--- config.mk ---
export PLATFORM = sky130hd
export DESIGN_NAME = iic_slave_reg
export DESIGN_NICKNAME = d
export VERILOG_FILES = /design/src/rtl/iic_slave_reg.sv
export SDC_FILE = /design/constraint.sdc
export NUM_CORES = 1
export LEC_CHECK = 0
export CORE_MARGIN = 8
export CORE_UTILIZATION = 60
export DETAILED_ROUTE_END_ITERATION = 6
export HOLD_SLACK_MARGIN = 0.02
export PLACE_DENSITY = 0.84
export SLEW_MARGIN = 20
export SYNTH_ARGS = -nofsm -noshare
export SYNTH_HDL_FRONTEND = slang
export SYNTH_SLANG_ARGS = --single-unit
--- constraint.sdc ---
create_clock -name CLK_IN -period 4.5 [get_ports CLK_IN]
set_clock_uncertainty 0.2 [all_clocks]
set_input_delay 0.45 -clock CLK_IN [delete_from_list [all_inputs] [get_ports CLK_IN]]
set_output_delay 0.45 -clock CLK_IN [all_outputs]
set_load 0.01 [all_outputs]
--- src/rtl/iic_slave_reg.sv ---
// IIC register-access slave: filtered SCL/SDA decoding, one-byte word pointer,
// single-cycle write/read strobes towards a user register file.
module iic_slave_reg #(
    parameter logic [6:0] DEV_AD  = 7'b101_0000,
    parameter int         FLT_LEN = 3
) (
    input  logic       CLK_IN,
    input  logic       RESET_IN,
    input  logic       IIC_SCL_IN,
    input  logic       IIC_SDA_IN,
    output logic       IIC_SDA_OE,
    output logic [7:0] REG_ADDR,
    output logic [7:0] REG_WD,
    output logic       REG_WE,
    output logic       REG_RE,
    input  logic [7:0] REG_RD,
    output logic       IIC_BUSY
);

    localparam int            CW       = $clog2(FLT_LEN + 1);
    localparam logic [CW-1:0] FLT_LAST = CW'(FLT_LEN - 1);

    typedef enum logic [3:0] {
        IDLE, DEV_ADR, DEV_ACK, WORD_ADR, WORD_ACK,
        WR_DATA, WR_ACK, RD_DATA, RD_ACK, WAIT_STOP
    } state_t;

    // bit 0 carries SCL, bit 1 carries SDA through synchronizer and filter
    logic [1:0]         sync1, sync2, filt, filt_d;
    logic [1:0][CW-1:0] flt_cnt;

    state_t     state;
    logic [3:0] bit_cnt;
    logic [7:0] shift;
    logic       rw;
    logic       master_ack;
    logic       rd_cap;

    logic scl_rise, scl_fall, start_cond, stop_cond, sda;

    always_ff @(posedge CLK_IN or posedge RESET_IN) begin
        if (RESET_IN) begin
            sync1   <= 2'b11;
            sync2   <= 2'b11;
            filt    <= 2'b11;
            filt_d  <= 2'b11;
            flt_cnt <= '0;
        end else begin
            sync1  <= {IIC_SDA_IN, IIC_SCL_IN};
            sync2  <= sync1;
            filt_d <= filt;
            for (int i = 0; i < 2; i++) begin
                if (sync2[i] == filt[i]) begin
                    flt_cnt[i] <= '0;
                end else if (flt_cnt[i] == FLT_LAST) begin
                    filt[i]    <= sync2[i];
                    flt_cnt[i] <= '0;
                end else begin
                    flt_cnt[i] <= flt_cnt[i] + CW'(1);
                end
            end
        end
    end

    assign sda        = filt[1];
    assign scl_rise   = filt[0] & ~filt_d[0];
    assign scl_fall   = ~filt[0] & filt_d[0];
    assign start_cond = filt[0] & filt_d[0] & filt_d[1] & ~filt[1];
    assign stop_cond  = filt[0] & filt_d[0] & ~filt_d[1] & filt[1];

    always_ff @(posedge CLK_IN or posedge RESET_IN) begin
        if (RESET_IN) begin
            state      <= IDLE;
            bit_cnt    <= 4'd0;
            shift      <= 8'h00;
            rw         <= 1'b0;
            master_ack <= 1'b0;
            rd_cap     <= 1'b0;
            IIC_SDA_OE <= 1'b0;
            REG_ADDR   <= 8'h00;
            REG_WD     <= 8'h00;
            REG_WE     <= 1'b0;
            REG_RE     <= 1'b0;
            IIC_BUSY   <= 1'b0;
        end else begin
            REG_WE <= 1'b0;
            REG_RE <= 1'b0;
            rd_cap <= REG_RE;
            if (start_cond) begin
                state      <= DEV_ADR;
                bit_cnt    <= 4'd0;
                IIC_SDA_OE <= 1'b0;
                rd_cap     <= 1'b0;
            end else if (stop_cond) begin
                state      <= IDLE;
                bit_cnt    <= 4'd0;
                IIC_SDA_OE <= 1'b0;
                IIC_BUSY   <= 1'b0;
                rd_cap     <= 1'b0;
            end else if (rd_cap && state == RD_DATA) begin
                // user data arrived during the SCL low phase; present its MSB
                shift      <= REG_RD;
                IIC_SDA_OE <= ~REG_RD[7];
            end else begin
                case (state)
                    DEV_ADR: begin
                        if (scl_rise) begin
                            shift   <= {shift[6:0], sda};
                            bit_cnt <= bit_cnt + 4'd1;
                        end else if (scl_fall && bit_cnt == 4'd8) begin
                            bit_cnt <= 4'd0;
                            if (shift[7:1] == DEV_AD) begin
                                state      <= DEV_ACK;
                                IIC_SDA_OE <= 1'b1;
                                IIC_BUSY   <= 1'b1;
                                rw         <= shift[0];
                            end else begin
                                state    <= WAIT_STOP;
                                IIC_BUSY <= 1'b0;
                            end
                        end
                    end
                    DEV_ACK: begin
                        if (scl_fall) begin
                            IIC_SDA_OE <= 1'b0;
                            if (rw) begin
                                state  <= RD_DATA;
                                REG_RE <= 1'b1;
                            end else begin
                                state <= WORD_ADR;
                            end
                        end
                    end
                    WORD_ADR: begin
                        if (scl_rise) begin
                            shift   <= {shift[6:0], sda};
                            bit_cnt <= bit_cnt + 4'd1;
                        end else if (scl_fall && bit_cnt == 4'd8) begin
                            REG_ADDR   <= shift;
                            state      <= WORD_ACK;
                            IIC_SDA_OE <= 1'b1;
                            bit_cnt    <= 4'd0;
                        end
                    end
                    WORD_ACK: begin
                        if (scl_fall) begin
                            IIC_SDA_OE <= 1'b0;
                            state      <= WR_DATA;
                        end
                    end
                    WR_DATA: begin
                        if (scl_rise) begin
                            shift   <= {shift[6:0], sda};
                            bit_cnt <= bit_cnt + 4'd1;
                            if (bit_cnt == 4'd7) begin
                                REG_WD <= {shift[6:0], sda};
                                REG_WE <= 1'b1;
                            end
                        end else if (scl_fall && bit_cnt == 4'd8) begin
                            state      <= WR_ACK;
                            IIC_SDA_OE <= 1'b1;
                            bit_cnt    <= 4'd0;
                        end
                    end
                    WR_ACK: begin
                        if (scl_fall) begin
                            IIC_SDA_OE <= 1'b0;
                            REG_ADDR   <= REG_ADDR + 8'd1;
                            state      <= WR_DATA;
                        end
                    end
                    RD_DATA: begin
                        if (scl_rise) begin
                            shift   <= {shift[6:0], 1'b0};
                            bit_cnt <= bit_cnt + 4'd1;
                        end else if (scl_fall) begin
                            if (bit_cnt == 4'd8) begin
                                state      <= RD_ACK;
                                IIC_SDA_OE <= 1'b0;
                                bit_cnt    <= 4'd0;
                            end else begin
                                IIC_SDA_OE <= ~shift[7];
                            end
                        end
                    end
                    RD_ACK: begin
                        if (scl_rise) begin
                            master_ack <= ~sda;
                        end else if (scl_fall) begin
                            REG_ADDR <= REG_ADDR + 8'd1;
                            if (master_ack) begin
                                state  <= RD_DATA;
                                REG_RE <= 1'b1;
                            end else begin
                                state    <= WAIT_STOP;
                                IIC_BUSY <= 1'b0;
                            end
                        end
                    end
                    default: ;
                endcase
            end
        end
    end

endmodule

# ---- After elaboration in Yosys (flattened, before gate mapping)
# Cells that the tools add are included.
dict set report classes {
  bitwise 19
  n_div 0
  muxes 81
  n_reduce_logical 23
  n_addsub 4
  n_mul 0
  eq_ne 51
  order_cmp 0
  shift 0
}
# cell count
set ops {}
lappend ops {{4-bit 2-to-1 mux} 26}
lappend ops {{8-bit 2-to-1 mux} 7}
lappend ops {{4-bit != test, second input constant} 11}
lappend ops {{1-bit 2-to-1 mux} 36}
lappend ops {{4-bit one-hot mux with 7 select lines} 1}
lappend ops {{8-bit one-hot mux with 3 select lines} 1}
lappend ops {{4-bit by 3-bit equality test with 1-bit output, second input constant} 5}
lappend ops {{5-bit != test, second input constant} 4}
lappend ops {{3-bit != test, second input constant} 6}
lappend ops {{8-bit one-hot mux with 2 select lines} 1}
lappend ops {{5-bit by 1-bit != test with 1-bit output, second input constant} 3}
lappend ops {{5-bit by 4-bit != test with 1-bit output, second input constant} 3}
lappend ops {{15-bit AND reduction} 1}
lappend ops {{5-bit AND reduction} 3}
lappend ops {{7-bit AND reduction} 2}
lappend ops {{1-bit NOT} 12}
lappend ops {{9-bit AND reduction} 1}
lappend ops {{3-bit nonzero test} 3}
lappend ops {{9-bit nonzero test} 1}
lappend ops {{8-bit by 1-bit adder with 8-bit output, second input constant} 1}
lappend ops {{4-bit by 2-bit equality test with 1-bit output, second input constant} 2}
lappend ops {{4-bit equality test, second input constant} 2}
lappend ops {{2-bit 2-to-1 mux} 4}
lappend ops {{2-bit != test, second input constant} 4}
lappend ops {{other kinds (24)} 38}
dict set report word_totals {
  input_bits 12
  romBits 0
  ram_bits 0
  latch_bits 0
  word_cells 197
  reg_bits 51
  out_inout_bits 20
  memories 0
}

# ---- Logic depth before layout (Yosys ltp)
# Gate-level depths: netlist (run 1).
dict set report logic_depth {
  ltp_word 9
  ltp_mapped 9
  mapped_depth_nobuf 8
}

# ---- Worst setup path after synthesis (run 1)
# Ideal clock, no wire load.
dict set report synth_path {
  path_kind {register to register}
  startpoint {register filt[0]}
  endpoint {register state[0]}
  path_stages_with_launch 9
  required_time_ns 4.179
  n_path_buf 0
  setup_time_ns 0.121
  path_slack_ns 2.257
  arrival_ns 1.922
  period_less_slack_ns 2.243
  cell_sequence {dfstp_2 > inv_1 > ha_1 > inv_1 > nor3_1 > or4_1 > a21oi_1 > a211oi_1 > a2bb2oi_1}
}
dict set report synth_via {
  elab_chain_len 5
}
# item line_no
set synth_rtl {}
lappend synth_rtl {{start, declared} 29} ;# logic [1:0] sync1, sync2, filt, filt_d;
lappend synth_rtl {{start signal, assigned by index} 56} ;# filt[i] <= sync2[i];
lappend synth_rtl {{1-bit AND or 1-bit NOT (tied branches)} {68, 69, 67}}
lappend synth_rtl {{1-bit AND (on tied branches)} {68, 67, 69}}
lappend synth_rtl {{1-bit AND (tied with other cells)} 68} ;# assign start_cond = filt[0] & filt_d[0] & filt_d[1] & ~filt[1];
lappend synth_rtl {{9-bit nonzero test (no line) (tied with other cells)} -}
lappend synth_rtl {{15-bit AND reduction (no line) or 4-bit 2-to-1 mux (tied branches)} -}
lappend synth_rtl {{end signal, assigned} 73} ;# state <= IDLE;
lappend synth_rtl {{end signal, assigned} 90} ;# state <= DEV_ADR;
lappend synth_rtl {{end signal, assigned} 95} ;# state <= IDLE;
lappend synth_rtl {{end, declared} 32} ;# state_t state;
# Parallel ways exist; a longest one is shown, timed or not.
# A chain may end at the register's enable or synchronous reset.

# ---- Worst setup path after layout (run 1)
dict set report layout_path {
  startpoint {register filt_d[0]}
  endpoint {register REG_ADDR[4]}
}
dict set report layout_via {
  elab_chain_len 5
}
# item line_no
set layout_rtl {}
lappend layout_rtl {{start, declared} 29}
lappend layout_rtl {{start signal, assigned} 51} ;# filt_d <= filt;
lappend layout_rtl {{1-bit AND} {68, 69}}
lappend layout_rtl {{1-bit AND (on tied branches) (2 in a row)} {69, 68}}
lappend layout_rtl {{1-bit NOT (no line)} -}
lappend layout_rtl {{7-bit AND reduction (no line)} -}
lappend layout_rtl {{end signal, assigned} 139} ;# REG_ADDR <= shift;
lappend layout_rtl {{end signal, assigned} 168} ;# REG_ADDR <= REG_ADDR + 8'd1;
lappend layout_rtl {{end signal, assigned} 190} ;# REG_ADDR <= REG_ADDR + 8'd1;
lappend layout_rtl {{end, declared} 12} ;# output logic [7:0] REG_ADDR,
# Parallel ways exist; a longest one is shown, timed or not. The select of a mux whose other input is x is not followed.

==> results.cfg, run 1 <==
[timing]
finalMaxSlewViolations = 0
setup-tns-final_ns = 0
tightest_slew_ns = 0.8580
fin_crit_ns = 2.803
rsz0062_at_grt = false
max_freq_ghz = 0.3568
holdWs_ns = 0.1631
fin_crit_sh_pct = 62.29
slew_headroom_pct = 42.73
setup_viol = 0
worst_slack_ns = 1.697
hold_violations = 0

[final_layout]
area_growth_pct = 14.46
drive_above_1_share_pct = 10.77
fin_cells = 379
post-route-util_pct = 69.91
finalNetCount = 342
antenna_cells = 0

[floorplan]
num_rows = 25
dieArea_um2 = 7204
ioPinCount = 32
die_y_um = 84.88
die_w_um = 84.88
core-area_um2 = 4661
start_util_pct = 61.07

[setup_path]
worst_path_most_repeated_cell = inv_1
criticalPathCategory = register to register
start_kind = register
path_buf_inv = 2
reg2reg_slack_ns = 1.70
crit_path_end_kind = register
path_max_fanout = 16
crit_path_cell_trace = inv_1 > ha_1 > nor4b_2 > inv_1 > a21oi_2 > o21ai_0 > a22o_1
cp.arrival_ns = 2.81
critPathTopFamily = compound AO/OA/AOI/OAI gates
slowest_stage = a21oi_2
worstReg2RegStart = filt_d[0]
cp.required_ns = 4.50
r2r_cells = 7
rr_endpoint = REG_ADDR[4]
crit_path_max_incr_delay_ns = 0.57

[logic_synthesis]
synth_area_leaders = dfrtp_1 38%, dfstp_2 7.4%, o21ai_0 4.9%
synth_ff_type = dfrtp_1
synth_common_cells = 43 x dfrtp_1, 31 x nand2_1, 28 x o21ai_0, 25 x a21oi_1
async_reset_ff_share_pct = 100.0
synthesis.area_um2 = 2846
synth_cells = 301
ys_seq_elements = 51
yosys.area.top_type = dfrtp_1
synthDominantCellAreaShare_pct = 37.80
avgSynthCellArea_um2 = 9.457
synth_edf_count = 0
syn-num-nets = 319
synth.most_common_cell = dfrtp_1
synth_warnings = 0
yosysUniqueCellTypes = 60
seq_area_frac_synth_pct = 45.19

[power]
p_comb_share_pct = 40.4
ir_drop_uv = 283.2
power_leakage_uw = 0.001338
seqPwrFrac_pct = 42.5
switching_power_uw = 842.4
power_density_nw_per_um2 = 613.9
clkPwrFrac_pct = 17.1
p_int_uw = 1158
p_sw_share_pct = 42.12

[hold_path]
hold_path.class = register to register
hold_end = sync2[0]
holdCritStartpoint = sync1[0]
hold_depth = 0

[global_routing]
grt_max_degree = 52
grt_pass1_vias = 2265
antenna_found_initial = 0
grt_usage_pct = 18.56
grt_pass1_wl_um = 10940
grt_overflow = 0

[clock_tree]
ctsHoldBuffers = 0
cts.sinks = 51
clock_path_buffers = 2
h-tree-depth = 2
cts_setup_buffers = 0
cts_buffers = 5
root_buffer = clkbuf_8
cts_tree = done
clock_latency_ns = 0.31
postCtsResizedCells = 0
clk_pin_slew_ns = 0.09

[detailed_routing]
vias = 2424
post_drt_wl_per_cell_um = 17.26
vias_per_cell = 6.396
wl_um = 6540
drt-initial-drc-count = 239
firstDrtPassIters = 5
ant_nets = 0
drc = 0

[job]
max-cap-violations = 0

[place]
place_ws_ns = 1.745
globalplace.congestion = 0.9641
hpwl_um = 4553
post-place-cells = 371
port_buffers = 31

[run_status]
outcome = finished clean
[worst register-to-register path: cells and delay by family, from the launching register on]
kind                       cells  cell delay (ns)
DFF                            1             0.56
and+or+nand+nor                1             0.42
adders and majority gates      1             0.35
AOI/OAI and AO/OA              3             1.02
buffers and inverters          2             0.16
[final cells by class]
type                       count  area (um2)
sequential                    51        1286
clock inverter                 2       38.79
tap                           54       67.56
inverter                      15       57.56
fill                         345        1403
clock buffer                   6       82.58
timing repair buffer          31       310.3
multi-input combinational    220        1415
[cell usage in the layout (no fill, tap or decap), types with 3 or more instances in the layout]
cell type	netlist	layout
dfrtp_1	43	43
nand2_1	31	31
clkdlybuf4s50_1	0	31
o21ai_0	28	28
a21oi_1	25	25
nor2_1	15	15
inv_1	15	14
nor3_1	13	13
nand3_1	11	11
mux2i_1	10	10
dfstp_2	8	8
mux2_2	7	7
ha_1	6	6
clkbuf_8	0	6
nor2b_1	5	5
and3_1	4	4
a31oi_1	4	4
and2_1	3	3
o211ai_1	3	3
or3_1	3	3
a22o_1	3	3
[power by group through the flow]
stage | clock network (uW) | registers, uW | logic, uW
2_1_floorplan | 0 | 752 | 644
3_3_place_gp | 0 | 839 | 770
3_5_place_dp | 0 | 848 | 791
4_1_cts | 350 | 840 | 802
5_1_grt | 361 | 880 | 904
6_report | 342 | 849 | 809
[flip-flops by register name (all words and copies together) (netlist names), 2 cells and up]
| signal | count |
|---|---|
| filt_d | 2 |
| REG_ADDR | 8 |
| bit_cnt | 4 |
| REG_WD | 8 |
| shift | 8 |
| sync2 | 2 |
| flt_cnt | 4 |
| filt | 2 |
| state | 4 |
| sync1 | 2 |
[how the worst max path moves through the flow]
stage	start	to	slack, ns	cells past startpoint
CTS	filt_d[0]	REG_ADDR[4]	1.73	7
detailed placement	filt_d[0]	REG_ADDR[4]	1.75	7
floorplan	filt[0]	state[0]	2.26	8
global placement	filt_d[0]	REG_ADDR[4]	1.82	7
global route	state[3]	REG_ADDR[4]	1.51	6
finish	filt_d[0]	REG_ADDR[4]	1.70	7
[cell families after synthesis]
kind of cell               Yosys count  share of synthesized area [%]
DFF                                 51                          45.19
xor gates and xnor gates             3                         0.9232
muxes                               18                          6.682
and+or+nand+nor                    105                          19.78
adders and majority gates            7                          2.989
buffers and inverters               30                          5.099
AOI/OAI and AO/OA                   87                          19.34
[through the flow]
step	cell area, um2	total power (uW)
finish	3258	2000
global route	3258	2146
CTS	3257	1992
detailed placement	3136	1639
global placement	3136	1609
floorplan	2846	1396
[routing by layer]
metal	share of wire, %	global-route usage [%]	vias up
met5	0	0	-
met4	1.9	7.443	0
met1	44	25.18	1168
met2	46	27.20	101
li1	-	-	1139
met3	7.9	5.212	16
Power figures use the tool's default switching activity.
==> inputs of run 2 (changes only) <==
--- a/config.mk
+++ b/config.mk
@@ -6,10 +6,10 @@
 export NUM_CORES = 1
 export LEC_CHECK = 0
 export CORE_MARGIN = 8
-export CORE_UTILIZATION = 60
+export CORE_UTILIZATION = 56
 export DETAILED_ROUTE_END_ITERATION = 6
 export HOLD_SLACK_MARGIN = 0.02
-export PLACE_DENSITY = 0.84
+export PLACE_DENSITY = 0.8
 export SLEW_MARGIN = 20
 export SYNTH_ARGS = -nofsm -noshare
 export SYNTH_HDL_FRONTEND = slang
==> constraint.sdc (replaced) <==
create_clock -name CLK_IN -period 2.8 [get_ports CLK_IN]
set_clock_uncertainty 0.2 [all_clocks]
set_input_delay 0.28 -clock CLK_IN [delete_from_list [all_inputs] [get_ports CLK_IN]]
set_output_delay 0.28 -clock CLK_IN [all_outputs]
set_load 0.01 [all_outputs]
==> results.cfg, run 2 (synthesis results as in run 1) <==
[setup_path]
path_buf_inv = 2
path_max_fanout = 5
criticalPathCategory = register to register
cp.arrival_ns = 2.60
crit_path_max_incr_delay_ns = 0.59
cp.required_ns = 2.81
reg2reg_slack_ns = 0.21
crit_path_end_kind = register
worst_path_most_repeated_cell = inv_1
critPathTopFamily = compound AO/OA/AOI/OAI gates
crit_path_cell_trace = inv_1 > ha_1 > inv_1 > o21ai_0 > or4_1 > a21oi_1 > a211oi_1 > a2bb2oi_1
start_kind = register
slowest_stage = dfstp_2

[timing]
fin_crit_sh_pct = 92.51
worst_slack_ns = 0.2098
fin_crit_ns = 2.590
hold_violations = 0
slew_headroom_pct = 56.38
rsz0062_at_grt = false
setup_viol = 0
max_freq_ghz = 0.3861
finalMaxSlewViolations = 0
setup-tns-final_ns = 0
tightest_slew_ns = 0.6543

[floorplan]
ioPinCount = 32
core-area_um2 = 5010
num_rows = 26
die_y_um = 87.30
die_w_um = 87.30
start_util_pct = 56.82
dieArea_um2 = 7620

[power]
ir_drop_uv = 702.3
power_leakage_uw = 0.001377
power_density_nw_per_um2 = 980.0

[place]
globalplace.congestion = 0.9709
place_ws_ns = 0.2177
post-place-cells = 394
port_buffers = 31
hpwl_um = 4874

[global_routing]
grt_pass1_vias = 2263
grt_usage_pct = 18.38
grt_overflow = 0
grt_max_degree = 28
grt_pass1_wl_um = 11060
antenna_found_initial = 0

[run_status]
outcome = finished clean

[clock_tree]
clk_pin_slew_ns = 0.09
clock_latency_ns = 0.31
h-tree-depth = 2
cts_buffers = 5
postCtsResizedCells = 0
cts_setup_buffers = 0
root_buffer = clkbuf_8
cts_tree = done
clock_path_buffers = 2
ctsHoldBuffers = 0
cts.sinks = 51

[final_layout]
final_common_cell = dfrtp_1
fin_cells = 402
antenna_cells = 0
drive_above_1_share_pct = 12.95
fillers = 440
final_cell_mix = 42 x dfrtp_1, 31 x nand2_1, 31 x clkdlybuf4s50_1
area_growth_pct = 17.32
top_regs = REG_ADDR: 8 flops, REG_WD: 8 flops, shift: 8 flops
finalNetCount = 349

[detailed_routing]
post_drt_wl_per_cell_um = 16.75
drc = 0
firstDrtPassIters = 5
drt-initial-drc-count = 296
ant_nets = 0
vias = 2449
vias_per_cell = 6.092
wl_um = 6733

[job]
max-cap-violations = 0

[hold_path]
hold_path.class = input port to asynchronous set/reset pin
## run 2: cell types whose count changed in the layout (fill, tap and decap cells not counted)
cell     delta
buf_4       +6
inv_2       +1
inv_6       -1
dfrtp_2     +1
dfrtp_1     -1
buf_12      +1
## run 2: per-stage QoR
step / area, um2 / util [%] / power, uW / hold WS (ns)
2_1_floorplan: 2846 / - / 2244 / 0.08448
3_3_place_gp: 3221 / 64.29 / 2671 / 0.1470
3_5_place_dp: 3221 / 64.29 / 2709 / 0.1485
4_1_cts: 3338 / 66.63 / 3264 / 0.1494
5_1_grt: 3339 / 66.66 / 3504 / 0.1588
6_report: 3339 / 66.66 / 3273 / 0.1268
## run 2: final timing paths
check | from | to | depth (start not counted)
hold / removal | RESET_IN | REG_WE | 2
setup reg to reg | filt[0] | state[0] | 8
max in group asynchronous | RESET_IN | filt_d[0] | 3
setup / recovery | filt[0] | state[0] | 8
min in group CLK_IN | sync1[1] | sync2[1] | 0
hold reg to reg | sync1[1] | sync2[1] | 0
## run 2: per-layer routing
| layer | routed length (um) | global-route usage [%] |
|---|---|---|
| met1 | 3059 | 24.22 |
| met2 | 3131 | 28.31 |
| met3 | 440 | 4.623 |
| met4 | 102 | 6.563 |
| met5 | 0 | 0 |
## run 2: final cells by class
| type | instances | area [um2] | share of cell area (%) |
|---|---|---|---|
| clock buffers | 6 | 82.58 | 2.473 |
| multi-input cells | 220 | 1415 | 42.38 |
| clock inverters | 2 | 35.03 | 1.049 |
| repair buffers | 38 | 375.4 | 11.24 |
| well taps | 70 | 87.58 | 2.623 |
| inverters | 15 | 56.30 | 1.686 |
| flip-flops and latches | 51 | 1287 | 38.55 |
## run 2: where the power goes
group / switching [uW] / total (uW) / internal (uW)
sequential: 384 / 1370 / 982
combinational: 737 / 1370 / 632
clock: 248 / 537 / 289
total: 1370 / 3270 / 1900
